## config.mk

```make
export PLATFORM = sky130hd
export DESIGN_NAME = tetris_cmd_scheduler_flat
export DESIGN_NICKNAME = d
export VERILOG_FILES = /design/src/rtl/tetris_cmd_scheduler_pkg.sv /design/src/rtl/tetris_cmd_scheduler_if.sv /design/src/rtl/tetris_cmd_scheduler_key_repeat.sv /design/src/rtl/tetris_cmd_scheduler.sv /design/src/flat_wrapper.sv
export SDC_FILE = /design/constraint.sdc
export NUM_CORES = 1
export LEC_CHECK = 0
export BUFFER_PORTS_ARGS = -buffer_cell sky130_fd_sc_hd__buf_2
export CELL_PAD_IN_SITES_DETAIL_PLACEMENT = 1
export CELL_PAD_IN_SITES_GLOBAL_PLACEMENT = 1
export CORE_MARGIN = 1.5
export CORE_UTILIZATION = 49
export CTS_CLUSTER_SIZE = 12
export DETAILED_ROUTE_END_ITERATION = 7
export PLACE_DENSITY = 0.85
export SETUP_SLACK_MARGIN = 0.1
export SYNTH_ARGS = -nofsm -noshare
export SYNTH_HDL_FRONTEND = slang
export SYNTH_SLANG_ARGS = --single-unit
```

## constraint.sdc

```tcl
create_clock -name clk -period 9.8 [get_ports clk]
set_input_delay 0.49 -clock clk [delete_from_list [all_inputs] [get_ports clk]]
set_output_delay 0.49 -clock clk [all_outputs]
set_load 0.02 [all_outputs]
```

## src/rtl/tetris_cmd_scheduler_pkg.sv

```systemverilog
// Shared definitions for the Tetris command scheduler: command codes,
// arbiter FSM state encoding and a saturating level helper.
package tetris_pkg;

    typedef logic [2:0] cmd_t;

    localparam cmd_t CMD_NONE  = 3'b000;
    localparam cmd_t CMD_DOWN  = 3'b100;
    localparam cmd_t CMD_LEFT  = 3'b101;
    localparam cmd_t CMD_RIGHT = 3'b110;
    localparam cmd_t CMD_ROT   = 3'b111;

    localparam logic [1:0] ST_IDLE   = 2'd0;
    localparam logic [1:0] ST_ISSUE  = 2'd1;
    localparam logic [1:0] ST_HALT   = 2'd2;
    localparam logic [1:0] ST_PAUSED = 2'd3;

    localparam logic [3:0] LEVEL_MAX = 4'd15;

    function automatic logic [3:0] level_add(input logic [3:0] lvl, input logic [2:0] inc);
        logic [4:0] sum;
        sum = {1'b0, lvl} + {2'b00, inc};
        return (sum > {1'b0, LEVEL_MAX}) ? LEVEL_MAX : sum[3:0];
    endfunction

endpackage

```

## src/rtl/tetris_cmd_scheduler_if.sv

```systemverilog
// Command stream between the scheduler (master) and game control (slave).
interface tetris_cmd_scheduler_if;
    import tetris_pkg::*;

    logic cmd_valid;
    logic cmd_ready;
    cmd_t cmd_code;

    modport master (output cmd_valid, output cmd_code, input cmd_ready);
    modport slave  (input cmd_valid, input cmd_code, output cmd_ready);

endinterface

```

## src/rtl/tetris_cmd_scheduler_key_repeat.sv

```systemverilog
// Key edge detection plus DAS/ARR auto-repeat timer; emits a one-cycle
// event with the key code on each new press and on every repeat.
module tetris_key_repeat
    import tetris_pkg::*;
#(
    parameter int CNT_W      = 32,
    parameter int DAS_DELAY  = 17_000_000,
    parameter int ARR_PERIOD = 5_000_000
) (
    input  logic clk,
    input  logic rst,
    input  logic en,
    input  cmd_t key_code,
    output logic key_event,
    output cmd_t key_event_code
);

    localparam logic [CNT_W-1:0] DAS_M1 = CNT_W'(DAS_DELAY - 1);
    localparam logic [CNT_W-1:0] ARR_M1 = CNT_W'(ARR_PERIOD - 1);
    localparam logic [CNT_W-1:0] ONE_C  = CNT_W'(1);

    cmd_t             prev_code_r;
    logic [CNT_W-1:0] rep_cnt_r;
    logic             das_done_r;

    logic             new_s;
    logic             held_s;
    logic             rep_hit_s;
    logic [CNT_W-1:0] rep_limit_s;

    // classify the current key relative to the previously sampled one
    always_comb begin
        new_s       = (key_code != CMD_NONE) && (key_code != prev_code_r);
        held_s      = (key_code != CMD_NONE) && (key_code == prev_code_r) && (key_code != CMD_ROT);
        rep_limit_s = das_done_r ? ARR_M1 : DAS_M1;
        rep_hit_s   = held_s && (rep_cnt_r == rep_limit_s);
    end

    // previous-code sampler and repeat timer; frozen while disabled
    always_ff @(posedge clk or posedge rst) begin
        if (rst) begin
            prev_code_r <= CMD_NONE;
            rep_cnt_r   <= '0;
            das_done_r  <= 1'b0;
        end else if (en) begin
            prev_code_r <= key_code;
            if (!held_s) begin
                // new press, release or rotate: restart from the DAS phase
                rep_cnt_r  <= '0;
                das_done_r <= 1'b0;
            end else if (rep_hit_s) begin
                rep_cnt_r  <= '0;
                das_done_r <= 1'b1;
            end else begin
                rep_cnt_r  <= rep_cnt_r + ONE_C;
            end
        end
    end

    assign key_event      = en && (new_s || rep_hit_s);
    assign key_event_code = key_code;

endmodule

```

## src/rtl/tetris_cmd_scheduler.sv

```systemverilog
// Merges key commands and gravity ticks into one valid/ready command stream
// and owns level/fall speed. Optional pause input under `define PAUSE_EN.
module tetris_cmd_scheduler
    import tetris_pkg::*;
#(
    parameter int CNT_W         = 32,
    parameter int BASE_PERIOD   = 50_000_000,
    parameter int STEP          = 3_000_000,
    parameter int MIN_PERIOD    = 5_000_000,
    parameter int DAS_DELAY     = 17_000_000,
    parameter int ARR_PERIOD    = 5_000_000,
    parameter int LINES_PER_LVL = 10
) (
    input  logic                          clk,
    input  logic                          rst,
    input  logic [2:0]                    key_code,
    input  logic                          fail,
    input  logic [2:0]                    lines_cleared,
`ifdef PAUSE_EN
    input  logic                          pause_key,
`endif
    tetris_cmd_scheduler_if.master        cmd,
    output logic [3:0]                    level,
    output logic                          halted
);

    localparam int ACC_W = 8;
    localparam logic [CNT_W-1:0] BASE_C = CNT_W'(BASE_PERIOD);
    localparam logic [CNT_W-1:0] STEP_C = CNT_W'(STEP);
    localparam logic [CNT_W-1:0] MIN_C  = CNT_W'(MIN_PERIOD);
    localparam logic [CNT_W-1:0] ONE_C  = CNT_W'(1);
    localparam logic [ACC_W-1:0] LPL_C  = ACC_W'(LINES_PER_LVL);

    logic [1:0]       state_r, state_n;
    logic             cmd_valid_r, cmd_valid_n;
    cmd_t             cmd_code_r, cmd_code_n;
    cmd_t             key_pend_r, key_pend_n;
    logic             grav_pend_r, grav_pend_n;
    logic             halted_r;
    logic [3:0]       level_r;
    logic [ACC_W-1:0] line_acc_r;
    logic [CNT_W-1:0] grav_cnt_r;

    logic             run_s;
    logic             xfer_s;
    logic             accept_down_s;
    logic             grav_tick_s;
    logic [CNT_W-1:0] period_cut_s;
    logic [CNT_W-1:0] period_s;
    logic [ACC_W-1:0] acc_work_s;
    logic [2:0]       lvl_inc_s;
    logic             key_event_s;
    cmd_t             key_event_code_s;

`ifdef PAUSE_EN
    logic             pause_prev_r;
    logic             pause_rise_s;

    // pause button edge detector, runs in every state
    always_ff @(posedge clk or posedge rst) begin
        if (rst) begin
            pause_prev_r <= 1'b0;
        end else begin
            pause_prev_r <= pause_key;
        end
    end

    assign pause_rise_s = pause_key && !pause_prev_r;
`endif

    tetris_key_repeat #(
        .CNT_W      (CNT_W),
        .DAS_DELAY  (DAS_DELAY),
        .ARR_PERIOD (ARR_PERIOD)
    ) u_key_repeat (
        .clk            (clk),
        .rst            (rst),
        .en             (run_s),
        .key_code       (key_code),
        .key_event      (key_event_s),
        .key_event_code (key_event_code_s)
    );

    // gravity period from level, clamped at the floor without underflow
    always_comb begin
        run_s         = ((state_r == ST_IDLE) || (state_r == ST_ISSUE)) && !fail;
        xfer_s        = cmd_valid_r && cmd.cmd_ready;
        accept_down_s = xfer_s && (cmd_code_r == CMD_DOWN);
        period_cut_s  = CNT_W'(level_r) * STEP_C;
        if (period_cut_s >= (BASE_C - MIN_C)) begin
            period_s = MIN_C;
        end else begin
            period_s = BASE_C - period_cut_s;
        end
        grav_tick_s = run_s && (grav_cnt_r >= (period_s - ONE_C));
    end

    // line accumulator: a burst of lines may cross several level boundaries
    always_comb begin
        acc_work_s = line_acc_r + ACC_W'(lines_cleared);
        lvl_inc_s  = 3'd0;
        for (int i = 0; i < 7; i++) begin
            if (acc_work_s >= LPL_C) begin
                acc_work_s = acc_work_s - LPL_C;
                lvl_inc_s  = lvl_inc_s + 3'd1;
            end else begin
                acc_work_s = acc_work_s;
            end
        end
    end

    // arbiter: key pend beats gravity pend; output reg only reloads when free
    always_comb begin
        state_n     = state_r;
        cmd_valid_n = cmd_valid_r;
        cmd_code_n  = cmd_code_r;
        key_pend_n  = key_pend_r;
        grav_pend_n = grav_pend_r;
        case (state_r)
            ST_IDLE, ST_ISSUE: begin
                if (!cmd_valid_r || xfer_s) begin
                    if (key_pend_r != CMD_NONE) begin
                        state_n     = ST_ISSUE;
                        cmd_valid_n = 1'b1;
                        cmd_code_n  = key_pend_r;
                        key_pend_n  = CMD_NONE;
                    end else if (grav_pend_r && !accept_down_s) begin
                        state_n     = ST_ISSUE;
                        cmd_valid_n = 1'b1;
                        cmd_code_n  = CMD_DOWN;
                        grav_pend_n = 1'b0;
                    end else begin
                        state_n     = ST_IDLE;
                        cmd_valid_n = 1'b0;
                        cmd_code_n  = CMD_NONE;
                    end
                end else begin
                    state_n = ST_ISSUE;
                end
            end
`ifdef PAUSE_EN
            ST_PAUSED: begin
                if (pause_rise_s) begin
                    state_n = ST_IDLE;
                end else begin
                    state_n = ST_PAUSED;
                end
            end
`endif
            ST_HALT: state_n = ST_HALT;
            default: state_n = ST_IDLE;
        endcase

        // a move down already accepted makes any pending tick redundant
        if (accept_down_s) begin
            grav_pend_n = 1'b0;
        end else if (grav_tick_s) begin
            grav_pend_n = 1'b1;
        end else begin
            grav_pend_n = grav_pend_n;
        end

        if (key_event_s) begin
            key_pend_n = key_event_code_s;
        end else begin
            key_pend_n = key_pend_n;
        end

`ifdef PAUSE_EN
        if (pause_rise_s && ((state_r == ST_IDLE) || (state_r == ST_ISSUE))) begin
            // hand the presented command back to the pends so it re-issues on resume
            if (cmd_valid_n && (cmd_code_n == CMD_DOWN)) begin
                grav_pend_n = 1'b1;
            end else if (cmd_valid_n && (key_pend_n == CMD_NONE)) begin
                key_pend_n = cmd_code_n;
            end else begin
                key_pend_n = key_pend_n;
            end
            state_n     = ST_PAUSED;
            cmd_valid_n = 1'b0;
            cmd_code_n  = CMD_NONE;
        end else begin
            state_n = state_n;
        end
`endif

        if (fail) begin
            state_n     = ST_HALT;
            cmd_valid_n = 1'b0;
            cmd_code_n  = CMD_NONE;
            key_pend_n  = CMD_NONE;
            grav_pend_n = 1'b0;
        end else begin
            state_n = state_n;
        end
    end

    // FSM, pend flags and registered outputs
    always_ff @(posedge clk or posedge rst) begin
        if (rst) begin
            state_r     <= ST_IDLE;
            cmd_valid_r <= 1'b0;
            cmd_code_r  <= CMD_NONE;
            key_pend_r  <= CMD_NONE;
            grav_pend_r <= 1'b0;
            halted_r    <= 1'b0;
        end else begin
            state_r     <= state_n;
            cmd_valid_r <= cmd_valid_n;
            cmd_code_r  <= cmd_code_n;
            key_pend_r  <= key_pend_n;
            grav_pend_r <= grav_pend_n;
            halted_r    <= (state_n == ST_HALT);
        end
    end

    // gravity counter and level; both frozen outside IDLE/ISSUE
    always_ff @(posedge clk or posedge rst) begin
        if (rst) begin
            grav_cnt_r <= '0;
            line_acc_r <= '0;
            level_r    <= 4'd0;
        end else if (run_s) begin
            if (accept_down_s || grav_tick_s) begin
                grav_cnt_r <= '0;
            end else begin
                grav_cnt_r <= grav_cnt_r + ONE_C;
            end
            line_acc_r <= acc_work_s;
            level_r    <= level_add(level_r, lvl_inc_s);
        end
    end

    assign cmd.cmd_valid = cmd_valid_r;
    assign cmd.cmd_code  = cmd_code_r;
    assign level         = level_r;
    assign halted        = halted_r;

endmodule

```

## src/flat_wrapper.sv

```systemverilog
// flat-port wrapper written by rule: the top's interface ports become plain ports
module tetris_cmd_scheduler_flat import tetris_pkg::*;
#(
    parameter int CNT_W         = 32,
    parameter int BASE_PERIOD   = 50_000_000,
    parameter int STEP          = 3_000_000,
    parameter int MIN_PERIOD    = 5_000_000,
    parameter int DAS_DELAY     = 17_000_000,
    parameter int ARR_PERIOD    = 5_000_000,
    parameter int LINES_PER_LVL = 10
)
  (clk, rst, key_code, fail, lines_cleared, level, halted, cmd_cmd_valid, cmd_cmd_code, cmd_cmd_ready);
  tetris_cmd_scheduler_if cmd_i ();
  input  logic clk;
  input  logic rst;
  input  logic [2:0] key_code;
  input  logic fail;
  input  logic [2:0] lines_cleared;
  output logic [3:0] level;
  output logic halted;
  output wire logic [$bits(cmd_i.cmd_valid)-1:0] cmd_cmd_valid;
  output wire logic [$bits(cmd_i.cmd_code)-1:0] cmd_cmd_code;
  input wire logic [$bits(cmd_i.cmd_ready)-1:0] cmd_cmd_ready;
  assign cmd_cmd_valid = cmd_i.cmd_valid;
  assign cmd_cmd_code = cmd_i.cmd_code;
  assign cmd_i.cmd_ready = cmd_cmd_ready;
  tetris_cmd_scheduler #(.CNT_W(CNT_W), .BASE_PERIOD(BASE_PERIOD), .STEP(STEP), .MIN_PERIOD(MIN_PERIOD), .DAS_DELAY(DAS_DELAY), .ARR_PERIOD(ARR_PERIOD), .LINES_PER_LVL(LINES_PER_LVL)) u_core (.clk(clk), .rst(rst), .key_code(key_code), .fail(fail), .lines_cleared(lines_cleared), .cmd(cmd_i), .level(level), .halted(halted));
endmodule
```

==> results of run 1 <==
-- worst paths after layout --
path / from / to / slack (ns) / cells past startpoint
setup / recovery: u_core.level[0] / u_core.grav_cnt_r[6] / 1.21 / 41
hold / removal: rst / u_core.grav_cnt_r[26] / 0.08 / 2
setup reg to reg: u_core.level[0] / u_core.grav_cnt_r[6] / 1.21 / 41
hold reg to reg: u_core.state_r[0] / u_core.state_r[1] / 0.48 / 1
max in group asynchronous: rst / u_core.line_acc_r[0] / 8.49 / 3
min in group clk: fail / u_core.cmd.cmd_valid / 0.42 / 2
-- worst max-delay path, delay by kind of cell (launching register included) --
family	cells	cell delay, ns
DFF	1	0.61
and+or+nand+nor	13	1.66
buffers and inverters	4	0.59
adders and majority gates	4	1.41
xor gates and xnor gates	2	0.41
AOI/OAI and AO/OA	18	3.74
-- sequential cells by signal, summed over array words and instances, names as in the netlist --
| register | cells |
|---|---|
| u_core.grav_cnt_r | 32 |
| u_core.u_key_repeat.rep_cnt_r | 32 |
| u_core.line_acc_r | 8 |
| u_core.level | 4 |
| u_core.cmd.cmd_code | 3 |
| u_core.key_pend_r | 3 |
| u_core.u_key_repeat.prev_code_r | 3 |
| u_core.state_r | 2 |
| u_core.cmd.cmd_valid | 1 |
| u_core.grav_pend_r | 1 |
| u_core.halted | 1 |
| u_core.u_key_repeat.das_done_r | 1 |
-- cell usage in the layout, fill, tap and decap left out, drive strengths merged, types with 8 or more instances in the layout --
cell / n
buf: 22
o21ai: 63
nand3: 50
nor2: 136
or3: 9
a21o: 22
mux2: 8
a31oi: 8
a211oi: 13
clkbuf: 9
and2: 15
nor2b: 10
nor3: 32
mux2i: 10
dfrtp: 91
xor2: 65
inv: 44
o31ai: 12
nand2b: 11
nand4: 26
a21oi: 65
and3: 24
ha: 71
nor4: 12
nand2: 100
xnor2: 56
or2: 11
o21a: 11
-- power groups by stage --
stage | Sequential [mW] | Combinational (mW) | Clock (mW)
after CTS | 0.404 | 3.19 | 0.351
after detailed placement | 0.411 | 3.14 | 0
after global placement | 0.410 | 3.02 | 0
final | 0.404 | 3.19 | 0.344
after floorplan | 0.403 | 2.56 | 0
after global routing | 0.406 | 3.57 | 0.362
-- logic make-up after synthesis --
kind of cell	count (synthesis)	share of synthesized area, %
and+or+nand+nor	460	25.4
buffers and inverters	82	4.08
DFF	91	25.3
adders and majority gates	77	11.2
xor gates and xnor gates	121	12.0
muxes	18	2.23
AOI/OAI and AO/OA	256	19.8
other	1	0.0416
-- per-layer routing --
layer  global-route usage [%]  vias to the layer above  part of all wire [%]
li1                         -                     3943                     -
met1                     32.5                     3996                    46
met2                     46.4                       61                    51
met3                     2.97                       22                   1.6
met4                     6.25                        0                   1.6
met5                        0                        -                     0
-- layout make-up --
| type | count | share of cell area, % |
|---|---|---|
| multi-input cells | 938 | 67.1 |
| repair buffers | 22 | 1.26 |
| flip-flops and latches | 91 | 23.9 |
| clock inverters | 7 | 0.696 |
| well taps | 229 | 3.01 |
| clock buffers | 9 | 2.36 |
| inverters | 40 | 1.66 |
-- per-stage QoR --
| step | instance area [um2] | setup WS (ns) | total power, mW | hold slack [ns] | util [%] |
|---|---|---|---|---|---|
| CTS | 9520 | 1.15 | 3.95 | 0.0911 | 52.8 |
| detailed placement | 9230 | 1.18 | 3.55 | 0.437 | 51.2 |
| finish | 9520 | 1.21 | 3.93 | 0.0849 | 52.8 |
| global placement | 9230 | 1.59 | 3.43 | 0.426 | 51.2 |
| global route | 9520 | 0.310 | 4.33 | 0.0955 | 52.8 |
| floorplan | 9040 | 2.05 | 2.96 | 0.419 | - |
==> metrics.md, run 1 <==
| Metric | Value |
|---|---|
| Slew Limit Fails | `0` |
| Clock group share of total power | `~8.7%` |
| Seq. cell area | `2280 um2` |
| Die span in x | `139 um` |
| Diode count | `0` |
| Synth Instances | `between 1000 and 1500` |
| Largest net degree at the start of global routing | `70` |
| Antenna violations before repair | `0` |
| PD cells | `413 nW/um2` |
| Status | `finished clean` |
| Placed insts | `1320` |
| Proportion of layout cells with a drive suffix above 1 | `8.67%` |
| Final Hold Viols | `0` |
| Setup Skew | `approximately 0.010 ns` |
| Total number of clock tree sinks | `about 90` |
| Flop pwr share | `between 10% and 20%` |
| FILL cells | `about 2200` |
| Crit path capture type | `flip-flop` |
| Vias | `about 8000` |
| Mean post-synth cell area | `around 8.2 um2` |
| Setup_tns | `0 ns` |
| Crit-path slowest cell | `o21a_1` |
| Synth area leaders | `dfrtp_1 25%, ha_1 9.9%, xor2_1 6.3%, nor2_1 5.6%, xnor2_1 5.1%` |
| Yosys top cell area share | `around a quarter` |
| RePlAce Congestion | `approximately 0.9` |
| Clk buf depth | `2` |
| Finished Layout Cells | `between 1000 and 1500` |
| Initial core utilization | `between 50% and 60%` |
| TritonCTS buffer count | `9` |
| ANT nets after route | `0` |
| Area of the multi-input gates | `6390 um2` |
| Setup-failing EPs final | `0` |
| Gr ovfl total | `0` |
| YS warnings | `0` |
| Max Fclk | `about 120 MHz` |
| Worst Path Arrival | `approximately 9 ns` |
| Post-synth ARST share | `100%` |
| Tmin final | `around 8.6 ns` |
| EDFF count, synth | `0` |
| Max-cap violations | `0` |
| PostCTS Resize Cnt | `0` |
| Pint | `approximately 1.9 mW` |
| # hold bufs at CTS | `0` |
| Starting DRT DRC Count | `around 340` |
| Layout area overhead | `5.62%` |
| Netlist Area Pre-Place | `approximately 9000 um2` |
| # rows | `49` |
| Worst rel slew slack | `29.9%` |
| Distinct cells, synth | `92` |
| Die Ht | `~140 um` |
| Sequential element share of the synthesized area | `25.3%` |
| Fin crit share | `87.6%` |
| Leak Pwr | `around 4.4 nW` |
| Worst-path clk slew | `0.08 ns` |
| Final wirelength | `around 24 mm` |
| Ys flop type | `dfrtp_1` |
| Synth top cells by count | `134 x nor2_1, 100 x nand2_1, 91 x dfrtp_1, 71 x ha_1, 65 x xor2_1` |
| Nets | `between 1000 and 1500` |
| Vias in the first global route | `approximately 8400` |
| Setup Crit Path Kind | `flip-flop to flip-flop` |
| Clock Tree Root | `clkbuf_16` |
| Part of the power in combinational logic | `81.0%` |
| Global-route wire length before repair | `approximately 41 mm` |
| Dominant cell type by area after synthesis | `dfrtp_1` |
| WP data required | `9.98 ns` |
| Core ar. | `~18000 um2` |
| WL/cell | `roughly 18 um` |
| Most instantiated library cell after synthesis | `nor2_1` |
| Post-CTS Setup Inserts | `0` |
| Worst skew pair latency | `0.35 ns` |
| Hold Crit Class | `input port to asynchronous set/reset pin` |
| H-tree levels | `3` |
| Worst Path Max Fanout | `28` |
| VDD IR max | `~0.30 mV` |
| Startpoint types | `flip-flop` |
| I/O Buffers | `18` |
| Slew @ Worst Pin | `between 1 and 1.5 ns` |
| Detailed Routing Iterations Pass 1 | `5` |
| CTS tree | `done` |
| RSZ-0062 raised after global routing | `no` |
| Crit path largest cell delay | `~0.9 ns` |
| FF+latch count, synth | `around 90` |
| Die area | `approximately 19000 um2` |
| GRT Util Overall | `around 26%` |
| # IOs | `19` |
| Vias per cell | `6.00` |
| Sw frac | `52.0%` |
| NetSw | `about 2.0 mW` |
| Post-DP HPWL | `~18 mm` |
| DRC violations left | `0` |
Power figures use the tool's default switching activity.
==> run 2: changes to the inputs <==
Settings changed: CORE_UTILIZATION 49 to 53, PLACE_DENSITY 0.85 to 0.91.
Clock period 9.8 ns to 10.5 ns, I/O delays scaled along.
==> run 2 against run 1 <==
Net effect:
- final cell count fell by 0.67%
- clock skew is 0.0057 ns higher
- via count up 3.8%
- first-iteration DRC count rose by 31%
- final area is 0.32% higher
- sequential share of layout area is 0.075 points lower
- critical endpoint is now u_core.grav_cnt_r[20]
- highest routed layer unchanged
==> metrics.md, run 2 (synthesis gave the netlist of run 1 again) <==
| Metric | Value |
|---|---|
| Post-CTS Setup Inserts | `0` |
| Starting DRT DRC Count | `between 400 and 500` |
| CTS tree | `done` |
| Die span in x | `133 um` |
| RePlAce Congestion | `0.921` |
| Clock Tree Root | `clkbuf_16` |
| Tmin final | `between 8 and 9 ns` |
| Final wirelength | `about 26 mm` |
| Worst setup margin | `between 1.5 and 2 ns` |
| Worst rel slew slack | `27.6%` |
| Crit path largest cell delay | `0.91 ns` |
| Most frequent cells in the layout | `134 x nor2_1, 100 x nand2_1, 91 x dfrtp_1` |
| Nets | `1189` |
| WL/cell | `~20 um` |
| Total number of clock tree sinks | `91` |
| Setup Crit Path Kind | `flip-flop to flip-flop` |
| Proportion of layout cells with a drive suffix above 1 | `8.67%` |
| Max Fclk | `~110 MHz` |
| # hold bufs at CTS | `0` |
| Core ar. | `about 17000 um2` |
| I/O Buffers | `18` |
| ANT nets after route | `0` |
| Slew @ Worst Pin | `between 1 and 1.5 ns` |
| Vias | `about 8300` |
| WP data required | `between 10 and 15 ns` |
| Fin crit share | `~85%` |
| # IOs | `19` |
| Hold Crit Class | `input port to asynchronous set/reset pin` |
| Vias in the first global route | `8836` |
| Largest regs | `u_core.grav_cnt_r x32, u_core.u_key_repeat.rep_cnt_r x32, u_core.line_acc_r x8` |
| RR Startpoint | `u_core.level[0]` |
| Crit path capture type | `flip-flop` |
| RSZ-0062 raised after global routing | `no` |
| Final Hold Viols | `0` |
| TritonCTS buffer count | `9` |
| Startpoint types | `flip-flop` |
| DRC violations left | `0` |
| Reg-to-Reg End | `u_core.grav_cnt_r[20]` |
| Slew Limit Fails | `0` |
| Worst Path Max Fanout | `28` |
| Post-DP HPWL | `about 19 mm` |
| Clk buf depth | `2` |
| Setup-failing EPs final | `0` |
| Number of cells on the worst reg-to-reg path | `41` |
| Internal reg-to-reg setup slack | `about 1.6 ns` |
| Initial core utilization | `a little over half` |
| Die Ht | `133 um` |
| Max-cap violations | `0` |
| Setup Skew | `0.0159 ns` |
| Die area | `approximately 18000 um2` |
| Largest net degree at the start of global routing | `75` |
| PostCTS Resize Cnt | `0` |
| Diode count | `0` |
| Global-route wire length before repair | `around 44 mm` |
| Worst skew pair latency | `approximately 0.36 ns` |
| Final hold slack | `~0.092 ns` |
| Commonest non-fill, non-tap cell in the layout | `nor2_1` |
| GRT Util Overall | `between 30% and 40%` |
| Vias per cell | `6.28` |
| Worst-path clk slew | `approximately 0.08 ns` |
| # rows | `47` |
| H-tree levels | `3` |
| Gr ovfl total | `0` |
| Setup_tns | `0 ns` |
| Antenna violations before repair | `0` |
| Worst Path Arrival | `approximately 9.1 ns` |
| Status | `finished clean` |
| Post-Place Worst Slack | `~1.8 ns` |
| Crit-path slowest cell | `o21a_1` |
| FILL cells | `a little over 2000` |
| Layout area overhead | `5.95%` |
| Detailed Routing Iterations Pass 1 | `5` |
[run 2: how the worst max path moves through the flow]
stage | end | depth (start not counted) | slack [ns] | startpoint
after floorplan | u_core.grav_cnt_r[14] | 44 | 2.75 | u_core.level[0]
after global placement | u_core.grav_cnt_r[6] | 41 | 2.33 | u_core.level[0]
after detailed placement | u_core.grav_cnt_r[20] | 41 | 1.78 | u_core.level[0]
after CTS | u_core.grav_cnt_r[20] | 41 | 1.54 | u_core.level[0]
after global routing | u_core.grav_cnt_r[14] | 41 | 0.78 | u_core.level[0]
final | u_core.grav_cnt_r[20] | 41 | 1.57 | u_core.level[0]
[run 2: cell type report]
| type | count | area, um2 | share of cell area, % |
|---|---|---|---|
| Timing Repair Buffer | 22 | 120 | 1.26 |
| Clock buffer | 10 | 239 | 2.50 |
| Inverter | 40 | 158 | 1.65 |
| Multi-Input combinational cell | 938 | 6390 | 66.9 |
| Sequential cell | 91 | 2280 | 23.8 |
| Tap cell | 220 | 275 | 2.88 |
| Clock inverter | 6 | 93.8 | 0.982 |
[run 2: critical path, delay by kind of cell, from the launching register on]
kind                     cells  cell delay [ns]
buffers and inverters        4             0.60
flip-flops                   1             0.60
adder cells (fa/ha/maj)      4             1.40
AO/OA/AOI/OAI               18             3.90
XOR/XNOR                     2             0.44
AND/OR/NAND/NOR             13             1.77
[run 2: per-stage QoR]
step           std cells  instance area [um2]  util [%]
2_1_floorplan       1111                 9040         -
3_3_place_gp        1311                 9220      55.6
3_5_place_dp        1311                 9220      55.6
4_1_cts             1327                 9550      57.6
5_1_grt             1327                 9550      57.6
6_report            1327                 9550      57.6
[run 2: metal layers]
metal  GRT usage, %  routed length [um]
met2           53.0               13000
met5              0                   0
met4           13.7                1080
met3           4.41                 796
met1           36.6               11500
Power of run 2 is left out: the tool's default activity adds up to more than one toggle a clock period on the data nets, which glitch-free logic cannot reach.
==> run 3: changes to the inputs <==
Settings changed: CELL_PAD_IN_SITES_DETAIL_PLACEMENT 1 to not set, CELL_PAD_IN_SITES_GLOBAL_PLACEMENT 1 to not set, CORE_UTILIZATION 53 to 59, GPL_TIMING_DRIVEN set to 0, PLACE_DENSITY 0.91 to 0.8.
==> run 3 against run 2 <==
Net effect:
- routed wire length decreased by 22%
- non-clock buffer count increased by 36
- clock skew decreased by 0.0071 ns
- die area decreased by 9.9%
- worst hold slack improved by 0.12 ns
- final cell count increased by 0.30%
- setup slack got worse by 0.43 ns
- critical path depth increased by 3
- critical path type unchanged
==> metrics.md, run 3 (synthesis gave the netlist of run 1 again) <==
| Metric | Value |
|---|---|
| Status | `finished clean` |
| Core ar. | `between 15000 and 20000 um2` |
| Critical Path Source | `u_core.level[0]` |
| Post-CTS Setup Inserts | `0` |
| DRC violations left | `0` |
| Final wirelength | `approximately 20 mm` |
| Clock group share of total power | `a little under 9%` |
| Starting DRT DRC Count | `492` |
| Layout Utilization | `64.1%` |
| Crit-path slowest cell | `dfrtp_1` |
| Die area | `approximately 16000 um2` |
| Gr ovfl total | `0` |
| Worst skew pair latency | `approximately 0.34 ns` |
| ANT nets after route | `0` |
| Layout area overhead | `7.22%` |
| Setup Crit Path Kind | `flip-flop to flip-flop` |
| Setup-failing EPs final | `0` |
| Max Fclk | `between 100 and 150 MHz` |
| Proportion of layout cells with a drive suffix above 1 | `a little under a tenth` |
| Slew @ Worst Pin | `just over 0.7 ns` |
| Clk buf depth | `2` |
| Diode count | `0` |
| Setup_tns | `0 ns` |
| Reg-to-Reg End | `u_core.grav_cnt_r[8]` |
| Antenna violations before repair | `0` |
| WL/cell | `15.5 um` |
| Commonest non-fill, non-tap cell in the layout | `nor2_1` |
| Part of the power in combinational logic | `approximately 80%` |
| # hold bufs at CTS | `0` |
| Global-route wire length before repair | `35.7 mm` |
| Placed insts | `about 1300` |
| Final Hold Viols | `0` |
| WP data required | `between 10 and 15 ns` |
| Vias per cell | `around 6` |
| Tmin final | `9.36 ns` |
| Max-cap violations | `0` |
| CTS tree | `done` |
| Sw frac | `between 50% and 60%` |
| PD cells | `roughly 380 nW/um2` |
| # IOs | `19` |
| Pint | `about 1.8 mW` |
| PostCTS Resize Cnt | `0` |
| Post-DP HPWL | `15.6 mm` |
| Flop pwr share | `10.3%` |
| Most frequent cells in the layout | `134 x nor2_1, 100 x nand2_1, 91 x dfrtp_1` |
| I/O Buffers | `15` |
| Clock Tree Root | `clkbuf_16` |
| Internal reg-to-reg setup slack | `around 1.1 ns` |
| Worst Path Max Fanout | `11` |
| Vias | `between 8000 and 9000` |
| VDD IR max | `approximately 0.44 mV` |
| Worst rel slew slack | `a little over half` |
| Nets | `between 1000 and 1500` |
| Hold Crit Class | `input port to asynchronous set/reset pin` |
| NetSw | `between 1.5 and 2 mW` |
| GRT Util Overall | `26.5%` |
| Leak Pwr | `roughly 4.5 nW` |
| Slew Limit Fails | `0` |
| Die span in x | `roughly 130 um` |
| TritonCTS buffer count | `9` |
| Final hold slack | `approximately 0.21 ns` |
| Largest net degree at the start of global routing | `58` |
| Total number of clock tree sinks | `91` |
| Number of buffers and inverters on the critical path | `7` |
| RSZ-0062 raised after global routing | `no` |
| RR Startpoint | `u_core.level[0]` |
| Startpoint types | `flip-flop` |
| Largest regs | `u_core.grav_cnt_r x32, u_core.u_key_repeat.rep_cnt_r x32, u_core.line_acc_r x8` |
| Die Ht | `roughly 130 um` |
| Vias in the first global route | `7751` |
| Fin crit share | `~89%` |
| Finished Layout Cells | `1331` |
| Crit path capture type | `flip-flop` |
| Worst Path Arrival | `9.57 ns` |
| # rows | `45` |
| Detailed Routing Iterations Pass 1 | `5` |
| Cell mode on critical path | `a21oi_1` |
| Worst-path clk slew | `about 0.07 ns` |
| Largest delay share family, worst path | `compound AO/OA/AOI/OAI gates` |
| Initial core utilization | `59.8%` |
| H-tree levels | `3` |
| Number of cells on the worst reg-to-reg path | `44` |
| RePlAce Congestion | `roughly 0.93` |
| Crit path largest cell delay | `0.69 ns` |
| Setup Skew | `a little under 0.009 ns` |
-- run 3: changes by cell type in the layout (fill, tap and decap cells not counted), moves of 2 or more --
| cell | previous run | this run |
|---|---|---|
| clkbuf_1 | 0 | 26 |
| buf_2 | 18 | 23 |
| buf_6 | 0 | 5 |
| inv_8 | 0 | 3 |
| buf_4 | 4 | 2 |
| bufinv_16 | 2 | 0 |
-- run 3: metrics by stage --
| stage | power [mW] | worst slack [ns] | area (um2) |
|---|---|---|---|
| final | 3.63 | 1.14 | 9670 |
| after global routing | 4.03 | 0.222 | 9670 |
| after CTS | 3.61 | 1.14 | 9670 |
| after detailed placement | 3.28 | 1.22 | 9380 |
| after global placement | 3.18 | 1.47 | 9350 |
| after floorplan | 2.76 | 2.75 | 9040 |
-- run 3: final cells by class --
| class | instances | area (um2) |
|---|---|---|
| Clock inverter | 7 | 66.3 |
| Sequential cell | 91 | 2280 |
| Multi-Input combinational cell | 938 | 6390 |
| Timing Repair Buffer | 16 | 103 |
| Fill cell | 1307 | 5420 |
| Clock buffer | 9 | 225 |
| Inverter | 40 | 158 |
| Buffer | 42 | 213 |
| Tap cell | 188 | 235 |
-- run 3: layer usage --
layer	track usage [%]	part of all wire [%]	vias up
li1	-	-	4022
met5	0	0	-
met2	47.1	50	141
met1	34.3	46	3858
met3	3.16	2.9	25
met4	6.76	1.4	0
-- run 3: how the worst max path moves through the flow --
stage	endpoint	cells past startpoint
floorplan	u_core.grav_cnt_r[14]	44
global placement	u_core.grav_cnt_r[7]	44
detailed placement	u_core.grav_cnt_r[8]	44
CTS	u_core.grav_cnt_r[8]	44
global route	u_core.grav_cnt_r[31]	44
finish	u_core.grav_cnt_r[8]	44
-- run 3: power by group through the flow --
stage	clock [mW]	sequential (mW)	combinational, mW
floorplan	0	0.376	2.39
detailed placement	0	0.379	2.90
finish	0.316	0.372	2.94
CTS	0.322	0.372	2.92
global route	0.336	0.373	3.32
global placement	0	0.379	2.80
